$ cat src/rtl/viterbi_traceback.sv
// Survivor-path traceback for the K=3 (4-state) Viterbi decoder: stores decision
// vectors per trellis step, traces back from the chosen end state, emits bits in order.
module viterbi_traceback #(
    parameter int DEPTH      = 16,
    parameter int MW         = 8,
    parameter bit TERMINATED = 1'b0
) (
    input  logic          clk,
    input  logic          rst,
    input  logic          st,
    input  logic          dec_valid,
    input  logic [3:0]    dec_in,
    input  logic          last,
    input  logic [MW-1:0] pm0,
    input  logic [MW-1:0] pm1,
    input  logic [MW-1:0] pm2,
    input  logic [MW-1:0] pm3,
    output logic          bit_out,
    output logic          bit_valid,
    output logic          busy,
    output logic          done,
    output logic          err
);
    localparam int IW = $clog2(DEPTH);
    localparam int NW = $clog2(DEPTH + 1);
    localparam logic [NW-1:0] NFULL = NW'(DEPTH);

    typedef enum logic [2:0] {
        S_IDLE, S_COLLECT, S_SELECT, S_TRACE, S_OUTPUT, S_DONE
    } state_t;

    state_t           fsm;
    logic [3:0]       mem [DEPTH];
    logic [DEPTH-1:0] bits;
    logic [NW-1:0]    n;
    logic [NW-1:0]    n_m1;
    logic [IW-1:0]    idx;
    logic [IW-1:0]    j;
    logic [IW-1:0]    j_nx;
    logic [IW-1:0]    last_idx;
    logic [1:0]       cur;
    logic [1:0]       min_st;
    logic [MW-1:0]    m01, m23;
    logic [1:0]       i01, i23;

    assign n_m1     = n - NW'(1);
    assign last_idx = n_m1[IW-1:0];
    assign j_nx     = j + IW'(1);

    // Strict less-than at both levels keeps the lower index on ties.
    always_comb begin
        i01    = 2'd0;
        m01    = pm0;
        i23    = 2'd2;
        m23    = pm2;
        min_st = 2'd0;
        if (pm1 < pm0) begin
            i01 = 2'd1;
            m01 = pm1;
        end
        if (pm3 < pm2) begin
            i23 = 2'd3;
            m23 = pm3;
        end
        min_st = (m23 < m01) ? i23 : i01;
    end

    always_ff @(posedge clk) begin
        if (fsm == S_COLLECT && dec_valid && n != NFULL)
            mem[n[IW-1:0]] <= dec_in;
        if (fsm == S_TRACE)
            bits[idx] <= cur[1];
    end

    always_ff @(posedge clk or negedge rst) begin
        if (!rst) begin
            fsm       <= S_IDLE;
            n         <= '0;
            idx       <= '0;
            j         <= '0;
            cur       <= 2'd0;
            bit_out   <= 1'b0;
            bit_valid <= 1'b0;
            busy      <= 1'b0;
            done      <= 1'b0;
            err       <= 1'b0;
        end else begin
            case (fsm)
                S_IDLE: begin
                    if (st) begin
                        fsm  <= S_COLLECT;
                        n    <= '0;
                        err  <= 1'b0;
                        busy <= 1'b1;
                    end
                end
                S_COLLECT: begin
                    if (dec_valid) begin
                        if (n != NFULL) n <= n + NW'(1);
                        else            err <= 1'b1;
                        if (last) fsm <= S_SELECT;
                    end
                end
                S_SELECT: begin
                    cur <= TERMINATED ? 2'd0 : min_st;
                    idx <= last_idx;
                    fsm <= S_TRACE;
                end
                S_TRACE: begin
                    cur <= {cur[0], mem[idx][cur]};
                    if (idx == '0) begin
                        // bits[0] lands this same edge, so forward it straight out
                        fsm       <= S_OUTPUT;
                        j         <= '0;
                        bit_out   <= cur[1];
                        bit_valid <= 1'b1;
                    end else begin
                        idx <= idx - IW'(1);
                    end
                end
                S_OUTPUT: begin
                    if (j == last_idx) begin
                        bit_out   <= 1'b0;
                        bit_valid <= 1'b0;
                        done      <= 1'b1;
                        fsm       <= S_DONE;
                    end else begin
                        j       <= j_nx;
                        bit_out <= bits[j_nx];
                    end
                end
                S_DONE: begin
                    done <= 1'b0;
                    busy <= 1'b0;
                    fsm  <= S_IDLE;
                end
                default: fsm <= S_IDLE;
            endcase
        end
    end
endmodule

$ cat config.mk
export PLATFORM = sky130hd
export DESIGN_NAME = viterbi_traceback
export DESIGN_NICKNAME = d
export VERILOG_FILES = /design/src/rtl/viterbi_traceback.sv
export SDC_FILE = /design/constraint.sdc
export NUM_CORES = 1
export LEC_CHECK = 0
export BUFFER_PORTS_ARGS = -buffer_cell sky130_fd_sc_hd__buf_2
export CAP_MARGIN = 25
export CORE_ASPECT_RATIO = 0.7
export CORE_MARGIN = 2
export CORE_UTILIZATION = 55
export CTS_CLUSTER_DIAMETER = 60
export DETAILED_ROUTE_END_ITERATION = 7
export HOLD_SLACK_MARGIN = 0.1
export PLACE_DENSITY = 0.8
export SLEW_MARGIN = 10
export SYNTH_ARGS = -nofsm -noshare
export SYNTH_HDL_FRONTEND = slang
export SYNTH_SLANG_ARGS = --single-unit
$ cat constraint.sdc
create_clock -name clk -period 4.3 [get_ports clk]
set_input_delay 0.86 -clock clk [delete_from_list [all_inputs] [get_ports clk]]
set_output_delay 0.86 -clock clk [all_outputs]
set_load 0.01 [all_outputs]
Yosys cells after proc, flatten, opt, wreduce, memory -nomap -nowiden
Memories as Yosys holds them, arrays and structs flattened.
Index checks and enable logic that the tools add are counted.
{"block": "totals", "reg_bits": 39, "out_inout_bits": 5, "ramBits": 64, "mem_count": 1}
{"block": "op_classes", "n_mux": 44, "reduce_logical": 19, "n_eq_ne": 16, "addsub": 4, "order_cmp": 7}
{"name": "mem", "depth": 16, "width": 4, "rd": 1, "rd_ports_with_merged_regs": 0, "write_ports": 1, "line_no": "33", "rtl": "logic [3:0] mem [DEPTH];"}
{"cell": "< comparator 8 bit", "count": 3}
{"cell": "bitwise mux 16 bit", "count": 1}
{"cell": "two-way mux 1 bit", "count": 16}
{"cell": "two-way mux 8 bit", "count": 2}
{"cell": "one-hot mux 4 bit (2 select lines)", "count": 2}
{"cell": "two-way mux 3 bit", "count": 5}
{"cell": "two-way mux 5 bit", "count": 3}
{"cell": "one-hot mux 3 bit (5 select lines)", "count": 1}
{"cell": "!= test 2 bit, second input constant", "count": 7}
{"cell": "two-way mux 4 bit", "count": 3}
{"cell": "< comparator 4 x 5 -> 1 bit, second input constant", "count": 2}
{"cell": "one-hot mux 1 bit (2 select lines)", "count": 5}
{"cell": "one-hot mux 5 bit (2 select lines)", "count": 1}
{"cell": "nonzero test 2 bit", "count": 5}
{"cell": "AND reduction 2 bit", "count": 4}
{"cell": "AND reduction 4 bit", "count": 2}
{"cell": "subtractor 4 x 1 -> 4 bit, second input constant", "count": 2}
{"cell": "== test 3 x 2 -> 1 bit, second input constant", "count": 2}
{"cell": "== test 3 bit, second input constant", "count": 2}
{"cell": "AND reduction 3 bit", "count": 2}
{"cell": "adder 5 x 1 -> 5 bit, second input constant", "count": 1}
{"cell": "!= test 5 bit, second input constant", "count": 1}
{"cell": "AND reduction 5 bit", "count": 1}
{"cell": "adder 4 x 1 -> 4 bit, second input constant", "count": 1}
{"cell": "other kinds (13)", "count": 16}

Logic depth before layout (Yosys ltp)
Gate-level depths: netlist of run 1.
{"block": "logic_depth", "ltp_word": 5, "mapped_depth": 15, "mapped_depth_nobuf": 14}

Worst setup path after synthesis of run 1
No wires, ideal clock.
{"block": "synth_path", "path_type": "input to register", "start": "input port pm2[5]", "end": "register cur[0]", "stages": 14, "t_arrival_ps": 3420, "setup_time_ps": 153, "setup_slack_ps": 727, "cell_sequence": "inv_1 -> ha_1 -> a211o_1 -> a21oi_1 -> o31ai_2 -> mux2_2 -> ha_1 -> a21o_1 -> a21oi_1 -> nand2_1 -> nand2_1 -> o21ai_0 -> a211oi_2 -> o221ai_1"}
{"block": "synth_via", "elab_chain_len": 5, "elab_cells_between_ends": 6}
{"item": "from (decl)", "line_no": "16", "rtl": "input logic [MW-1:0] pm2,"}
{"item": "< comparator 8 bit", "line_no": "61", "rtl": "if (pm3 < pm2) begin"}
{"item": "two-way mux 8 bit", "line_no": "61"}
{"item": "< comparator 8 bit", "line_no": "65", "rtl": "min_st = (m23 < m01) ? i23 : i01;"}
{"item": "two-way mux 2 bit *", "line_no": "65"}
{"item": "one-hot mux 2 bit (2 select lines) *", "line_no": "88", "rtl": "case (fsm)"}
{"item": "to (signal assigned)", "line_no": "105", "rtl": "cur <= TERMINATED ? 2'd0 : min_st;"}
{"item": "to (signal assigned)", "line_no": "110", "rtl": "cur <= {cur[0], mem[idx][cur]};"}
{"item": "to (decl)", "line_no": "41", "rtl": "logic [1:0] cur;"}
Mark *: on every way between the ends. The rest lies on a longest branch, timed or not.
A chain may end at the register's enable or synchronous reset.

Worst setup path after layout of run 1
Ends and elaborated chain as after synthesis.

==> results of run 1 <==
logic make-up after synthesis:
family,count (synthesis)
adder cells (fa/ha/maj),31
AND/OR/NAND/NOR,132
flip-flops,103
AO/OA/AOI/OAI,61
buffers and inverters,40
XOR/XNOR,10
multiplexers,48
registers in the layout (all words and copies together) (netlist names):
register	flops
cur	2
bits	16
fsm	3
err	1
bit_out	1
n	5
bit_valid	1
busy	1
j	4
done	1
mem	64
idx	4
metal layers:
layer	track usage	vias up
met1	0.327	1799
met3	0.0517	22
met4	0.0721	0
met5	0	-
li1	-	1687
met2	0.345	157
cells in the mapped netlist (3+ instances only):
cell	number
a31oi_1	3
o21ai_0	14
nand2b_1	10
nor3_1	13
nor2_1	32
mux4_2	8
mux4_1	9
nor2b_1	5
nand4_1	4
mux2i_1	17
nand2_1	33
ha_1	31
mux2_2	14
and2_1	15
dfrtp_1	23
and3_1	3
o221ai_1	3
clkbuf_1	11
edfxtp_1	80
a22oi_1	3
a21oi_1	13
nand3_1	10
xor2_1	8
inv_1	24
o22ai_1	5
cell type report:
type                    instances  area, µm²
repair buffers                 48        248
flip-flops and latches        103       2980
inverters                      24       90.1
clock inverters                 7        101
well taps                     128        160
clock buffers                   9        225
fillers                       738       3560
multi-input cells             282       2290
stage by stage:
step | hold slack (ns) | std cells
2_1_floorplan | 0.523 | 425
3_3_place_gp | 0.486 | 585
3_5_place_dp | 0.497 | 585
4_1_cts | 0.489 | 601
5_1_grt | 0.504 | 601
6_report | 0.476 | 601
path summary, 6_finish.rpt:
kind	endpoint	slack, ns	startpoint
max in group asynchronous	cur[0]$_DFFE_PN0P_	3.46	rst
setup reg to reg	cur[0]$_DFFE_PN0P_	1.36	idx[0]$_DFFE_PN0P_
min in group clk	bit_valid$_DFFE_PN0P_	0.51	bit_valid$_DFFE_PN0P_
hold / removal	j[0]$_DFFE_PN0P_	0.48	rst
setup / recovery	cur[0]$_DFFE_PN0P_	0.60	pm2[5]
hold reg to reg	bit_valid$_DFFE_PN0P_	0.51	bit_valid$_DFFE_PN0P_
where the power goes:
part / switching, µW / internal, µW
Sequential: 257 / 1220
Clock: 429 / 430
Combinational: 626 / 528
worst register-to-register path, delay by kind of cell (launching register included):
kind | cells | cell delay, ns
and+or+nand+nor | 1 | 0.07
muxes | 2 | 1.10
DFF | 1 | 0.87
AOI/OAI and AO/OA | 3 | 0.41
buffers and inverters | 1 | 0.33
==> flow_summary.yaml, run 1 <==
outcome:
  status: "completed"
floorplan:
  die_x_um: 123
  core_area_um2: 9650
  row_count: 30
  fp.dieH_um: 87.1
  initial_core_util: 0.563
  ios: 46
  dieArea_um2: 10700
timing:
  slew_headroom: 0.445
  final-setup-viol-count: 0
  timing.fmax_mhz: 270
  clock_skew_ns: 0.0111
  period_share: 0.860
  rsz0062_at_grt: "no"
  tns_ns: 0
  worstMarginPinSlew_ns: 0.827
  final_max_slew_viol_count: 0
  setup_ws_ns: 0.601
  hold_viol: 0
  min_period_ns: 3.70
drt:
  top_layer_used: "met4"
  wl_per_cell_um: 19.3
  met1_length_um: 5300
  drcViolationCount: 0
  wl_met2_um: 5320
  drt-initial-drc-count: 383
  drt_wl_total_um: 11600
  ant_nets: 0
  vias_per_cell: 6.10
  drt-pass1-iter-count: 5
  route.met3.wl_um: 755
  via_count: 3665
worst_setup_path:
  crit_cells: 14
  critical_path_required_ns: 4.50
  crit_buf_inv: 2
  arrival_ns: 3.89
  endpoint_kind: "flop"
  worst_r2r_path_depth: 7
  critPathLaunchType: "input pin"
  path_delay_family: "compound AO/OA/AOI/OAI gates"
  path_class: "in2reg"
  cp_slowest_stage_delay_ns: 0.73
  crit_path_max_fanout: 9
  crit_slowest_cell: "o31ai_2"
  crit_path_cell_trace: "buf_2, inv_1, ha_1, nand4_1, o31ai_2, mux2_2, ha_1, a21o_1, a21oi_1, nand2_1, nand2_1, o21ai_0, a211oi_2, o221ai_1"
layout:
  areaGrowthSynthToFinish_pct: 12.2
  fin_area_um2: 6090
  most-common-layout-cells: "edfxtp_1, buf_2, nand2_1, nor2_1, ha_1"
  num-nets-final: 540
  layout_commonest_cell: "edfxtp_1"
  diodes: 0
  finish.utilization: 0.631
  final_layout_size_suffix_gt1_frac: 0.195
yosys:
  synthAdderAreaFrac: 0.0715
  synthSimpleGateAreaFrac: 0.118
  yosys_most_used_dff: "edfxtp_1"
  synth_xor_area_frac: 0.0161
  synth_edf_count: 80
  ys_types: 51
  synth_seq_area_share: 0.549
  syn_area_um2: 5430
  ys_top_cells_by_area: "edfxtp_1, dfrtp_1, ha_1, mux4_1, mux4_2"
  yosys.area.top_type_share: 0.443
  avgSynthCellArea_um2: 12.8
  yosysWarnings: 0
  muxShareOfSynthArea: 0.137
  async_reset_ff_frac: 0.223
  synth_top_family_by_area: "multiplexers"
  ys_ff_latch: 103
  netlist_instances: 425
  synth_fp_nets: 497
  yosysTopAreaCell: "edfxtp_1"
  synth_compound_area_frac: 0.0781
clock_network:
  clk_pin_slew_worst_paths_ns: 0.08
  clock_latency_ns: 0.36
  post_cts_buffers: 0
  cts_resized: 0
  clock-sinks: 103
  ctsHoldBuffers: 0
  clock_path_buffers: 2
  cts_tree: "yes"
  htree_num_levels: 3
  cts_root_buffer: "clkbuf_16"
  cts_made_buffers: 9
place:
  globalplace.congestion: 0.921
  dp_hpwl_um: 8470
  dp_slack_ns: 0.292
  portBuffers: 45
  dpl_cell_area_um2: 5760
pwr:
  p_leak_uw: 0.00246
  ir_worst_vdd_uv: 302
  p_total_uw: 3490
  powerDensity_nw_per_um2: 574
grt:
  grt_pass1_vias: 3543
  grt_usage: 0.227
  antenna_found_initial: 0
  grt_pass1_wl_um: 18100
  grt-ovfl-total: 0
  grt_max_degree: 26
flow_run:
  cap_violations: 0
hold_path:
  hold_path_class: "in2async"
No activity file was read; power rests on OpenSTA's default activity.
==> run 2, diff against run 1 <==
- PLACE_DENSITY: 0.8 -> 0.74
- clock period: 4.3 -> 4.7 ns (I/O delays scaled with it)
==> flow_summary.yaml, run 2 (same netlist as run 1, synthesis figures left out) <==
outcome:
  status: "completed"
layout:
  multi_input_area_um2: 2290
  largest_reg_flops: 64
  regArea_um2: 2980
  diodes: 0
  most-common-layout-cells: "edfxtp_1, buf_2, nand2_1, nor2_1, ha_1"
  num-nets-final: 539
  nFillCells: 738
  final_layout_size_suffix_gt1_frac: 0.193
  layout_commonest_cell: "edfxtp_1"
  areaGrowthSynthToFinish_pct: 11.7
floorplan:
  fp.dieH_um: 87.1
  die_x_um: 123
  dieArea_um2: 10700
  initial_core_util: 0.563
  core_area_um2: 9650
  row_count: 30
  ios: 46
drt:
  drt_wl_total_um: 11300
  drt-initial-drc-count: 386
  drt-pass1-iter-count: 5
  via_count: 3611
  wl_per_cell_um: 18.8
  vias_per_cell: 6.02
  ant_nets: 0
  drcViolationCount: 0
grt:
  antenna_found_initial: 0
  grt_pass1_vias: 3453
  grt_max_degree: 26
  grt-ovfl-total: 0
  grt_usage: 0.225
  grt_pass1_wl_um: 17800
worst_setup_path:
  critPathLaunch: "pm2[6]"
  worst_r2r_path_depth: 6
  arrival_ns: 4.03
  critPathLaunchType: "input pin"
  regToRegSetupSlack_ns: 2.02
  r2r_end: "mem[0][2]$_DFFE_PP_"
  crit_path_cell_trace: "buf_2, inv_1, ha_1, nand4_1, o31ai_2, mux2_2, ha_1, a21o_1, a21oi_1, nand2_1, nand2_1, o21ai_0, a211oi_2, o221ai_1"
  crit_slowest_cell: "o31ai_2"
  endpoint_kind: "flop"
  r2r-start: "n[0]$_DFFE_PN0P_"
  cp_slowest_stage_delay_ns: 0.72
  crit_cells: 14
  path_class: "in2reg"
  crit_buf_inv: 2
  crit_path_max_fanout: 9
  path_delay_family: "compound AO/OA/AOI/OAI gates"
  crit_end: "cur[0]$_DFFE_PN0P_"
  critical_path_required_ns: 4.88
place:
  portBuffers: 45
  dp_hpwl_um: 8160
  globalplace.congestion: 0.840
pwr:
  p_leak_uw: 0.00245
  powerDensity_nw_per_um2: 518
  ir_worst_vdd_uv: 268
timing:
  timing.fmax_mhz: 260
  final_max_slew_viol_count: 0
  tns_ns: 0
  clock_skew_ns: 0.00936
  worstMarginPinSlew_ns: 1.00
  period_share: 0.820
  hold_viol: 0
  slew_headroom: 0.331
  hold-worst-slack_ns: 0.513
  min_period_ns: 3.85
  final-setup-viol-count: 0
  rsz0062_at_grt: "no"
clock_network:
  clk_pin_slew_worst_paths_ns: 0.08
  cts_resized: 0
  post_cts_buffers: 0
  clock-sinks: 103
  clock_latency_ns: 0.35
  clock_path_buffers: 2
  cts_tree: "yes"
  cts_root_buffer: "clkbuf_16"
  cts_made_buffers: 9
  ctsHoldBuffers: 0
  htree_num_levels: 3
flow_run:
  cap_violations: 0
hold_path:
  hold_path_class: "reg2reg"
## run 2: cell types whose count changed in the layout (fill, tap and decap cells not counted), sizes merged
cell      previous run  this run
clkinvlp             0         1
inv                 28        27
buf                 48        47
## run 2: per-layer routing
layer / part of all wire / up-vias / track usage
li1: - / 1688 / -
met2: 0.44 / 148 / 0.336
met5: 0 / - / 0
met3: 0.087 / 10 / 0.0707
met4: 0.0087 / 0 / 0.0491
met1: 0.46 / 1765 / 0.327
## run 2: area by class of cell
| cell class | count | share of cell area |
|---|---|---|
| tap | 128 | 0.0264 |
| multi-input combinational | 282 | 0.377 |
| clock inverter | 7 | 0.0140 |
| sequential | 103 | 0.491 |
| clock buffer | 9 | 0.0371 |
| inverter | 24 | 0.0149 |
| timing repair buffer | 47 | 0.0396 |
## run 2: worst min-delay path by stage
stage               depth (start not counted)             startpoint  slack [ns]               endpoint
finish                                      1  bit_valid$_DFFE_PN0P_        0.51  bit_valid$_DFFE_PN0P_
global route                                1  bit_valid$_DFFE_PN0P_        0.55  bit_valid$_DFFE_PN0P_
CTS                                         1  bit_valid$_DFFE_PN0P_        0.51  bit_valid$_DFFE_PN0P_
detailed placement                          1  bit_valid$_DFFE_PN0P_        0.50  bit_valid$_DFFE_PN0P_
global placement                            2       busy$_DFFE_PN0P_        0.49       busy$_DFFE_PN0P_
floorplan                                   2       n[4]$_DFFE_PN0P_        0.52       n[4]$_DFFE_PN0P_
## run 2: stage by stage
stage / worst slack (ns) / area, µm² / instances / util / total power, µW
global placement: 0.726 / 5750 / 584 / 0.596 / 2350
floorplan: 1.05 / 5430 / 425 / - / 2080
CTS: 0.909 / 6060 / 600 / 0.629 / 3140
global route: 0.622 / 6060 / 600 / 0.629 / 3330
finish: 0.847 / 6060 / 600 / 0.629 / 3140
detailed placement: 0.560 / 5750 / 584 / 0.596 / 2390
## run 2: power breakdown
part	switching (µW)	internal, µW	total [µW]
logic	576	475	1050
registers	222	1120	1340
clock network	366	382	748
==> run 3, diff against run 2 <==
- clock period: 4.7 -> 3.7 ns (I/O delays scaled with it)
==> flow_summary.yaml, run 3 (same netlist as run 1, synthesis figures left out) <==
outcome:
  status: "completed"
timing:
  timing.fmax_mhz: 298
  period_share: 0.907
  min_period_ns: 3.36
  hold-worst-slack_ns: 0.357
  setup_ws_ns: 0.345
  final_max_slew_viol_count: 0
  rsz0062_at_grt: "no"
  worstMarginPinSlew_ns: 1.01
  final-setup-viol-count: 0
  clock_skew_ns: 0.0105
  hold_viol: 0
  tns_ns: 0
  slew_headroom: 0.326
drt:
  drt_wl_total_um: 11200
  ant_nets: 0
  via_count: 3608
  vias_per_cell: 5.99
  drcViolationCount: 0
  drt-pass1-iter-count: 5
  wl_per_cell_um: 18.7
  drt-initial-drc-count: 391
floorplan:
  die_x_um: 123
  dieArea_um2: 10700
  initial_core_util: 0.563
  row_count: 30
  ios: 46
  core_area_um2: 9650
  fp.dieH_um: 87.1
pwr:
  p_leak_uw: 0.00247
  power_frac_comb: 0.333
  power_frac_seq: 0.423
  switchingPower_uw: 1470
  powerDensity_nw_per_um2: 664
  p_sw_frac: 0.361
  p_int_uw: 2600
  ir_worst_vdd_uv: 308
  clockPowerShare: 0.243
grt:
  grt_pass1_vias: 3503
  antenna_found_initial: 0
  grt_pass1_wl_um: 18000
  grt_max_degree: 26
  grt_usage: 0.227
  grt-ovfl-total: 0
clock_network:
  post_cts_buffers: 0
  clock-sinks: 103
  cts_made_buffers: 9
  htree_num_levels: 3
  cts_tree: "yes"
  clock_latency_ns: 0.36
  clock_path_buffers: 2
  clk_pin_slew_worst_paths_ns: 0.07
  cts_root_buffer: "clkbuf_16"
layout:
  num-nets-final: 541
  areaGrowthSynthToFinish_pct: 12.8
  diodes: 0
  layout_commonest_cell: "edfxtp_1"
  instances_no_fill: 602
  nFillCells: 708
  most-common-layout-cells: "edfxtp_1, buf_2, nand2_1, nor2_1, ha_1"
  largest_reg_flops: 64
  fin_area_um2: 6120
  final_layout_size_suffix_gt1_frac: 0.194
worst_setup_path:
  crit_path_cell_trace: "buf_2, inv_1, ha_1, nand4_1, o31ai_4, mux2_2, ha_1, a21o_1, a21oi_1, nand2_1, nand2_1, o21ai_0, a211oi_2, o221ai_1"
  endpoint_kind: "flop"
  crit_slowest_cell: "o31ai_4"
  critPathLaunchType: "input pin"
  critical_path_required_ns: 3.92
  path_delay_family: "compound AO/OA/AOI/OAI gates"
  crit_buf_inv: 2
  arrival_ns: 3.57
  cp_slowest_stage_delay_ns: 0.52
  crit_path_max_fanout: 9
  path_class: "in2reg"
place:
  dp_slack_ns: -0.231
  dpl_cell_area_um2: 5770
  portBuffers: 45
  dp_hpwl_um: 7960
  dp_cells: 585
  globalplace.congestion: 0.799
hold_path:
  hold_path_class: "in2async"
flow_run:
  cap_violations: 0
## run 3: cell types whose count changed in the layout (fill, tap and decap cells not counted), sizes merged
cell / before / now
bufinv: 0 / 1
buf: 47 / 49
clkinv: 3 / 2
## run 3: path summary, 6_finish.rpt
kind / start / endpoint / slack, ns / depth (start not counted)
max: pm2[6] / cur[0]$_DFFE_PN0P_ / 0.34 / 14
min in group clk: bit_valid$_DFFE_PN0P_ / bit_valid$_DFFE_PN0P_ / 0.50 / 1
min: rst / n[3]$_DFFE_PN0P_ / 0.36 / 1
min reg2reg: bit_valid$_DFFE_PN0P_ / bit_valid$_DFFE_PN0P_ / 0.50 / 1
max in group asynchronous: rst / cur[0]$_DFFE_PN0P_ / 2.97 / 1
max reg2reg: n[0]$_DFFE_PN0P_ / mem[0][2]$_DFFE_PP_ / 1.05 / 6
## run 3: final cells by class
| class | instances | area (µm²) | share of cell area |
|---|---|---|---|
| tap | 128 | 160 | 0.0262 |
| inverter | 24 | 90.1 | 0.0147 |
| sequential | 103 | 2980 | 0.486 |
| multi-input combinational | 282 | 2290 | 0.375 |
| clock inverter | 7 | 86.3 | 0.0141 |
| clock buffer | 9 | 225 | 0.0368 |
| timing repair buffer | 49 | 288 | 0.0470 |
## run 3: per-stage QoR
stage | util | total power, µW
global route | 0.635 | 4290
floorplan | - | 2650
CTS | 0.631 | 4020
finish | 0.635 | 4060
global placement | 0.599 | 2990
detailed placement | 0.599 | 3040
## run 3: per-layer routing
metal / vias up / global-route usage / share of wire
met3: 15 / 0.0720 / 0.084
met4: 0 / 0.0606 / 0.014
met1: 1746 / 0.335 / 0.47
met2: 157 / 0.328 / 0.43
li1: 1690 / - / -
met5: - / 0 / 0
## run 3: power by group through the flow
| stage | clock network [µW] | logic, µW | registers (µW) |
|---|---|---|---|
| finish | 988 | 1360 | 1720 |
| global route | 1040 | 1500 | 1750 |
| CTS | 996 | 1270 | 1750 |
| detailed placement | 0 | 1260 | 1770 |
| global placement | 0 | 1230 | 1760 |
| floorplan | 0 | 1100 | 1550 |
## run 3: repair_timing
| action | in CTS | in global routing |
|---|---|---|
| hold endpoints to repair | 0 | 0 |
| hold buffers | 0 | 0 |
| resized for setup | 0 | 1 |
| setup endpoints to repair | 0 | 1 |
